**config.mk**
```make
export PLATFORM = sky130hd
export DESIGN_NAME = multi_receiver_collector
export DESIGN_NICKNAME = d
export VERILOG_FILES = /design/src/rtl/multi_receiver_collector.sv
export SDC_FILE = /design/constraint.sdc
export NUM_CORES = 1
export LEC_CHECK = 0
export CAP_MARGIN = 10
export CORE_UTILIZATION = 30
export CTS_CLUSTER_SIZE = 14
export DETAILED_ROUTE_END_ITERATION = 7
export GPL_TIMING_DRIVEN = 0
export PLACE_DENSITY_LB_ADDON = 0.3
export SYNTH_ARGS = -nofsm -noshare
export SYNTH_HDL_FRONTEND = slang
export SYNTH_SLANG_ARGS = --single-unit
```
**constraint.sdc**
```tcl
create_clock -name clk_96MHz -period 5.4 [get_ports clk_96MHz]
set_input_delay 0.54 -clock clk_96MHz [delete_from_list [all_inputs] [get_ports clk_96MHz]]
set_output_delay 0.54 -clock clk_96MHz [all_outputs]
set_load 0.01 [all_outputs]
```
**src/rtl/multi_receiver_collector.sv**
```systemverilog
// Round-robin collector of decoded lighthouse words from NB_RECEIVERS BMC
// decoders into one shared circular buffer, read by index and popped by host.
// Ports: clk_96MHz, reset_n (async, active-low);
//   decoded_data / ts_decoded_data / decoded_data_avl : per-channel inputs,
//     channel 0 in the LSBs;
//   reset_bmc_decoder : one-cycle clear pulse to the granted decoder;
//   block_wanted_number, block_pop : host read index and retire strobe;
//   block_wanted {ch,data,ts}, data_ready, avl_blocks_nb, overflow_cnt : status.
module multi_receiver_collector #(
    parameter int NB_RECEIVERS = 4,
    parameter int DATA_WIDTH   = 17,
    parameter int TS_WIDTH     = 24,
    parameter int DEPTH        = 32,
    parameter bit DROP_OLDEST  = 1'b0,
    parameter int HOLDOFF      = 2,
    localparam int CH_W    = (NB_RECEIVERS > 1) ? $clog2(NB_RECEIVERS) : 1,
    localparam int ENTRY_W = CH_W + DATA_WIDTH + TS_WIDTH
) (
    input  logic                               clk_96MHz,
    input  logic                               reset_n,
    input  logic [NB_RECEIVERS*DATA_WIDTH-1:0] decoded_data,
    input  logic [NB_RECEIVERS*TS_WIDTH-1:0]   ts_decoded_data,
    input  logic [NB_RECEIVERS-1:0]            decoded_data_avl,
    output logic [NB_RECEIVERS-1:0]            reset_bmc_decoder,
    input  logic [7:0]                         block_wanted_number,
    input  logic                               block_pop,
    output logic [ENTRY_W-1:0]                 block_wanted,
    output logic                               data_ready,
    output logic [7:0]                         avl_blocks_nb,
    output logic [7:0]                         overflow_cnt
);

    localparam int AW   = $clog2(DEPTH);
    localparam int HO_W = (HOLDOFF > 0) ? $clog2(HOLDOFF + 1) : 1;
    localparam logic [AW:0] FULL_CNT = (AW + 1)'(DEPTH);

    logic [HO_W-1:0]         holdoff [NB_RECEIVERS];
    logic [NB_RECEIVERS-1:0] eligible;
    logic [CH_W-1:0]         last_grant;
    logic [CH_W-1:0]         gnt_ch;
    logic [CH_W-1:0]         cand;
    logic                    gnt_valid;

    logic                    wr_pending;
    logic [ENTRY_W-1:0]      wr_entry;
    logic [ENTRY_W-1:0]      mem [DEPTH];
    logic [AW-1:0]           wr_ptr;
    logic [AW-1:0]           rd_ptr;
    logic [AW:0]             count;
    logic [ENTRY_W-1:0]      rd_data;
    logic                    rd_valid;

    logic                    full;
    logic                    do_pop;
    logic                    lost;
    logic                    wr_en;
    logic                    drop_rd;

    always_comb begin
        for (int i = 0; i < NB_RECEIVERS; i++) begin
            eligible[i] = decoded_data_avl[i] && (holdoff[i] == '0);
        end
    end

    // Candidates are visited from farthest to nearest after last_grant,
    // so the last hit is the nearest eligible channel.
    always_comb begin
        gnt_valid = 1'b0;
        gnt_ch    = '0;
        cand      = '0;
        for (int k = NB_RECEIVERS; k >= 1; k--) begin
            cand = CH_W'((int'(last_grant) + k) % NB_RECEIVERS);
            if (eligible[cand]) begin
                gnt_valid = 1'b1;
                gnt_ch    = cand;
            end
        end
    end

    // A pop at full frees the slot the pending word needs, so only a
    // full buffer without a pop loses a word.
    always_comb begin
        full    = (count == FULL_CNT);
        do_pop  = block_pop && (count != '0);
        lost    = wr_pending && full && !do_pop;
        drop_rd = lost && DROP_OLDEST;
        wr_en   = wr_pending && (!lost || DROP_OLDEST);
    end

    assign avl_blocks_nb = 8'(count);
    assign data_ready    = rd_valid;
    assign block_wanted  = rd_valid ? rd_data : '0;

    always_ff @(posedge clk_96MHz or negedge reset_n) begin
        if (!reset_n) begin
            for (int i = 0; i < NB_RECEIVERS; i++) begin
                holdoff[i] <= '0;
            end
            last_grant        <= CH_W'(NB_RECEIVERS - 1);
            reset_bmc_decoder <= '0;
            wr_pending        <= 1'b0;
            wr_entry          <= '0;
            wr_ptr            <= '0;
            rd_ptr            <= '0;
            count             <= '0;
            overflow_cnt      <= '0;
            rd_valid          <= 1'b0;
        end else begin
            reset_bmc_decoder <= '0;
            for (int i = 0; i < NB_RECEIVERS; i++) begin
                if (gnt_valid && int'(gnt_ch) == i) begin
                    holdoff[i] <= HO_W'(HOLDOFF);
                end else if (holdoff[i] != '0) begin
                    holdoff[i] <= holdoff[i] - 1'b1;
                end
            end
            wr_pending <= gnt_valid;
            if (gnt_valid) begin
                reset_bmc_decoder[gnt_ch] <= 1'b1;
                last_grant <= gnt_ch;
                wr_entry   <= {gnt_ch,
                    decoded_data[int'(gnt_ch)*DATA_WIDTH +: DATA_WIDTH],
                    ts_decoded_data[int'(gnt_ch)*TS_WIDTH +: TS_WIDTH]};
            end
            if (wr_en) begin
                wr_ptr <= wr_ptr + 1'b1;
            end
            if (do_pop || drop_rd) begin
                rd_ptr <= rd_ptr + 1'b1;
            end
            if (wr_en && !do_pop && !drop_rd) begin
                count <= count + 1'b1;
            end else if (do_pop && !wr_en) begin
                count <= count - 1'b1;
            end
            if (lost && overflow_cnt != 8'hFF) begin
                overflow_cnt <= overflow_cnt + 1'b1;
            end
            rd_valid <= (block_wanted_number < avl_blocks_nb);
        end
    end

    // Plain write port and registered read port for block-RAM mapping.
    always_ff @(posedge clk_96MHz) begin
        if (wr_en) begin
            mem[wr_ptr] <= wr_entry;
        end
        rd_data <= mem[rd_ptr + block_wanted_number[AW-1:0]];
    end

endmodule

```
======== Word-level counts from Yosys, hierarchy flattened ========
Memories as Yosys holds them, arrays and structs flattened. A register that Yosys moved wholly into a read port is not among the register bits.
Cells that the tools add are included.
word-level totals
  RAM bits ................................ 1376
  output and inout bits ................... 64
  input port bits ......................... 179
  flip-flop bits (word level) ............. 83
  memories kept ........................... 1
  logic and storage cells ................. 110
memories
  name  depth  bits a word  rd ports  clocked after memory_dff  write ports  line  RTL
  mem   32     43           1         1                         1            46    logic [ENTRY_W-1:0] mem [DEPTH];
operators by class
  shift operators ......................... 2
  muxes and demuxes ....................... 32
  $mul .................................... 2
  reductions and logical operators ........ 34
  equal/unequal tests ..................... 5
  order comparisons ....................... 7
  add/subtract/negate cells ............... 14
operators by type and width
  cell                                                         count
  variable part select 96 x 8 -> 24 bit                        1
  variable part select 68 x 8 -> 17 bit                        1
  2-to-1 mux 43 bit                                            1
  2-to-1 mux 2 bit                                             12
  nonzero test 2 bit                                           9
  logical AND 1 bit                                            16
  less-than comparator 2 x 3 -> 1 bit (second input constant)  5
  2-to-1 mux 6 bit                                             2
  2-to-1 mux 1 bit                                             11
  adder 5 x 1 -> 5 bit (second input constant)                 2
  logical NOT 2 bit                                            5
  adder 8 x 1 -> 8 bit (second input constant)                 1
  binary-select mux 1 bit (select 2 bit)                       4
  less-than comparator 8 x 6 -> 1 bit                          1
  inequality test 8 bit (second input constant)                1
  subtractor 2 x 1 -> 2 bit (second input constant)            4
  multiplier 2 x 5 -> 7 bit (second input constant)            1
  adder 6 x 1 -> 6 bit (second input constant)                 1
  equality test 6 bit (second input constant)                  1
  nonzero test 6 bit                                           1
  subtractor 6 x 1 -> 6 bit (second input constant)            1
  adder 5 bit                                                  1
  adder 2 x 1 -> 2 bit (second input constant)                 2
  adder 2 bit (second input constant)                          2
  7 further kinds                                              10

======== Logic depth before layout (Yosys ltp) ========
  depth after elaboration ................. 13
  mapped depth ............................ 11
  mapped depth without buffers ............ 11

======== Least setup slack after synthesis ========
OpenSTA, ideal clock, no wires.
  path kind ............................... register to register
  start ................................... register count[0]
  end ..................................... memory mem[29][0] in the netlist's numbering (enable)
  setup time .............................. 0.444 ns
  setup slack ............................. 1.691 ns
  buffers on the path ..................... 0
  cell stages (with the launch flop) ...... 5
  required time ........................... 4.956 ns
  arrival ................................. 3.265 ns
  clock period less this slack ............ 3.709 ns
  path through ............................ dfrtp_1 -> nor4_1 -> a41oi_1 -> nand2_1 -> nor2_1
on the way
  longest elaborated chain between the ends .. 8
  elaborated cells between the ends (all ways) .. 10
  those cells by class .................... 1 x eq/ne; 2 x mux; 7 x reduce/logical
RTL lines
  element                                     line  RTL
  start: declaration                          49    logic [AW:0] count;
  start signal: assignment                    132   count <= count + 1'b1;
  start signal: assignment                    134   count <= count - 1'b1;
  nonzero test 6 bit                          84    do_pop = block_pop && (count != '0);
  logical AND 1 bit                           84
  logical NOT 1 bit                           85    lost = wr_pending && full && !do_pop;
  logical AND 1 bit (*)                       85
  logical NOT 1 bit (*)                       87    wr_en = wr_pending && (!lost || DROP_OLDEST);
  logical AND 1 bit (*)                       87
  named net wr_en                             56    logic wr_en;
  2-to-1 mux 1 bit (*)                        145   if (wr_en) begin
  2-to-1 mux 1 bit (not written as such) (*)  146   mem[wr_ptr] <= wr_entry;
  end: declaration                            46
Mark *: on every way through the listed nets, which the timed path passes. The rest lies on a longest branch.

======== Final worst setup path ========
  start ................................... register rd_ptr[0]
  end ..................................... register rd_data[35], read port of mem
on the way
  longest elaborated chain between the ends .. 1
RTL lines
  element                   line  RTL
  start: declaration        48    logic [AW-1:0] rd_ptr;
  start signal: assignment  129   rd_ptr <= rd_ptr + 1'b1;
  adder 5 bit               148   rd_data <= mem[rd_ptr + block_wanted_number[AW-1:0]];
  end: declaration          50    logic [ENTRY_W-1:0] rd_data;
No other way between the ends.
A chain may end at the register's enable or synchronous reset.

==> impl_metrics.json <==
{
  "cts.hold.buffers_added": 1,
  "cts_buffers": 161,
  "finalSetupViolations": 0,
  "vias": 32212,
  "tightest_slew_ns": 1.37,
  "p_per_area_nw_per_um2": 618,
  "period_share": 0.936,
  "drc_errors": 0,
  "drv_slew": 0,
  "routed_wl_um": 177000,
  "synth.area.top_cells": "edfxtp_1, mux4_2, dfrtp_1",
  "wl_per_cell_um": 28.4,
  "synthCells": 2970,
  "worstPathCellList": "ha_1 > fa_1 > buf_2 > buf_2 > clkbuf_1 > mux4_2 > a2111oi_0 > nor4_1",
  "rsz0062_at_grt": "no",
  "overflow": 0,
  "multi_input_area_um2": 14300,
  "yosysMostFrequentCell": "edfxtp_1",
  "port_buffers": 240,
  "critPathKind": "reg2reg",
  "holdWs_ns": 0.396,
  "ys_seq_elements": 1502,
  "end_kind": "register",
  "worst_path_largest_cell_delay_ns": 1.01,
  "antenna_left": 0,
  "fmax_mhz": 198,
  "post_cts_resized": 0,
  "synthTopCellsByCount": "edfxtp_1, mux4_2, a2111oi_0, and3_1, clkbuf_1",
  "cp.required_ns": 5.97,
  "die_width_um": 448,
  "netlist.area_leader.share": 0.692,
  "rows": 163,
  "dp_cells": 5933,
  "cts_setup_buffers": 0,
  "grt_use_total": 0.175,
  "clkTransAtPathRegs_ns": 0.05,
  "fin_nets": 3680,
  "yosys_warnings": 0,
  "drtIter0Drc": 3129,
  "cts_buffer_depth": 3,
  "fillerInstances": 18085,
  "synth_edf_count": 1376,
  "yosys.area_share.simple": 0.0381,
  "seq_area_frac_synth": 0.741,
  "viasPerCell": 5.16,
  "antenna_found_initial": 10,
  "yosysTopAreaCell": "edfxtp_1",
  "grt_max_degree": 52,
  "drive_above_1_share": 0.209,
  "synth_xor_area_frac": 0.00411,
  "register_area_um2": 44300,
  "async_reset_ff_frac": 0.0553,
  "peakVddDrop_mv": 0.456,
  "avgSynthCellArea_um2": 20.1,
  "maxCapViolCount": 0,
  "synth_fa_ha_area_frac": 0.00570,
  "hold_violations": 0,
  "grt_pass1_vias": 32630,
  "initial_core_util": 0.302,
  "period_needed_ns": 5.05,
  "clock_latency_ns": 0.78,
  "syn_area_um2": 59700,
  "hold_class": "in2async",
  "instances_no_fill": 6247,
  "core_um2": 198000,
  "htree_levels": 4,
  "ctsRootBufferMaster": "clkbuf_16",
  "cp_common_cell": "buf_2",
  "clock_skew_ns": 0.0265,
  "ios": 243,
  "synth_top_family_by_area": "multiplexers",
  "first_pass_iters": 7,
  "die_y_um": 448,
  "synth_cell_types": 56,
  "synthFlopType": "edfxtp_1",
  "p_leak_nw": 23.6,
  "syn2layout_area_growth_pct": 21.7,
  "worstSetupStartpointType": "register",
  "worstPathMaxFanout": 10,
  "die-area_um2": 201000,
  "cp.arrival_ns": 5.62,
  "hpwl_um": 121000,
  "max_slew_margin": 0.0657,
  "synth_compound_area_frac": 0.0460,
  "routabilityCongestion": 0.801,
  "synthMuxAreaShare": 0.140,
  "grt_first_pass_wirelength_um": 247000,
  "cts_sinks": 1502,
  "final_core_util": 0.368,
  "cts_tree": "yes",
  "outcome": "finished, final reports clean",
  "slowest_stage": "a2111oi_0"
}
sequential cells by signal (all words and copies together) (netlist names):
register	count
mem	1376
rd_data	43
wr_entry	43
holdoff	8
overflow_cnt	8
count	6
rd_ptr	5
wr_ptr	5
reset_bmc_decoder	4
last_grant	2
data_ready	1
wr_pending	1
critical path: cells and delay by family (launching register included):
kind,cells,cell delay [ns]
AND/OR/NAND/NOR,1,0.23
flip-flops,1,0.42
multiplexers,1,0.41
buffers and inverters,3,1.96
AO/OA/AOI/OAI,1,1.01
adder cells (fa/ha/maj),2,0.78
area by class of cell:
cell class | count | share of cell area
multi-input combinational | 1185 | 0.196
antenna | 4 | 0.000138
clock inverter | 90 | 0.00852
timing repair buffer | 341 | 0.0614
sequential | 1502 | 0.609
inverter | 65 | 0.00336
buffer | 219 | 0.0171
clock buffer | 201 | 0.0585
tap | 2640 | 0.0455
cell families after synthesis:
| group | after synthesis |
|---|---|
| DFF | 1502 |
| other | 1 |
| AOI/OAI and AO/OA | 334 |
| xor gates and xnor gates | 28 |
| and+or+nand+nor | 406 |
| buffers and inverters | 284 |
| muxes | 389 |
| adders and majority gates | 26 |
stage by stage:
stage	instance area [µm²]	setup slack [ns]	power, mW	TNS [ns]
final	72700	0.346	44.9	0
after global routing	72700	0.202	46.5	0
after CTS	72200	0.250	44.9	0
after detailed placement	67300	-0.351	34.6	-1.62
after global placement	65400	-2.32	33.8	-2432.35
after floorplan	59700	1.69	26.2	0
layer usage:
layer  wire (µm)  part of all wire  track usage
met1       70600              0.40        0.223
met2       88900              0.50        0.296
met3       11100             0.063       0.0320
met4        6650             0.038       0.0648
met5          13          0.000073            0
final timing paths:
| kind | from | end | cells after the start | slack [ns] |
|---|---|---|---|---|
| min | reset_n | count[2] | 2 | 0.40 |
| max in group asynchronous | reset_n | last_grant[1] | 3 | 4.20 |
| min reg2reg | holdoff[1] | holdoff[1] | 2 | 0.49 |
| min in group clk_96MHz | block_wanted_number[7] | data_ready | 3 | 0.40 |
| max reg2reg | rd_ptr[0] | rd_data[35] | 8 | 0.35 |
| max | rd_ptr[0] | rd_data[35] | 8 | 0.35 |
power breakdown:
part / internal (mW) / leakage (nW) / switching, mW
logic: 6.68 / 7.44 / 10.8
clock network: 5.78 / 2.40 / 4.53
registers: 15.5 / 13.7 / 1.52
total: 28.0 / 23.6 / 16.9
layout by cell type (no fill, tap or decap), drive strengths merged, types with 81 or more instances in the layout:
master            n
edfxtp         1376
mux4            344
clkbuf          324
clkdlybuf4s50   239
a2111oi         213
buf             195
and3            176
nor2             86
a211oi           84
dfrtp            81
Power figures use the tool's default switching activity.
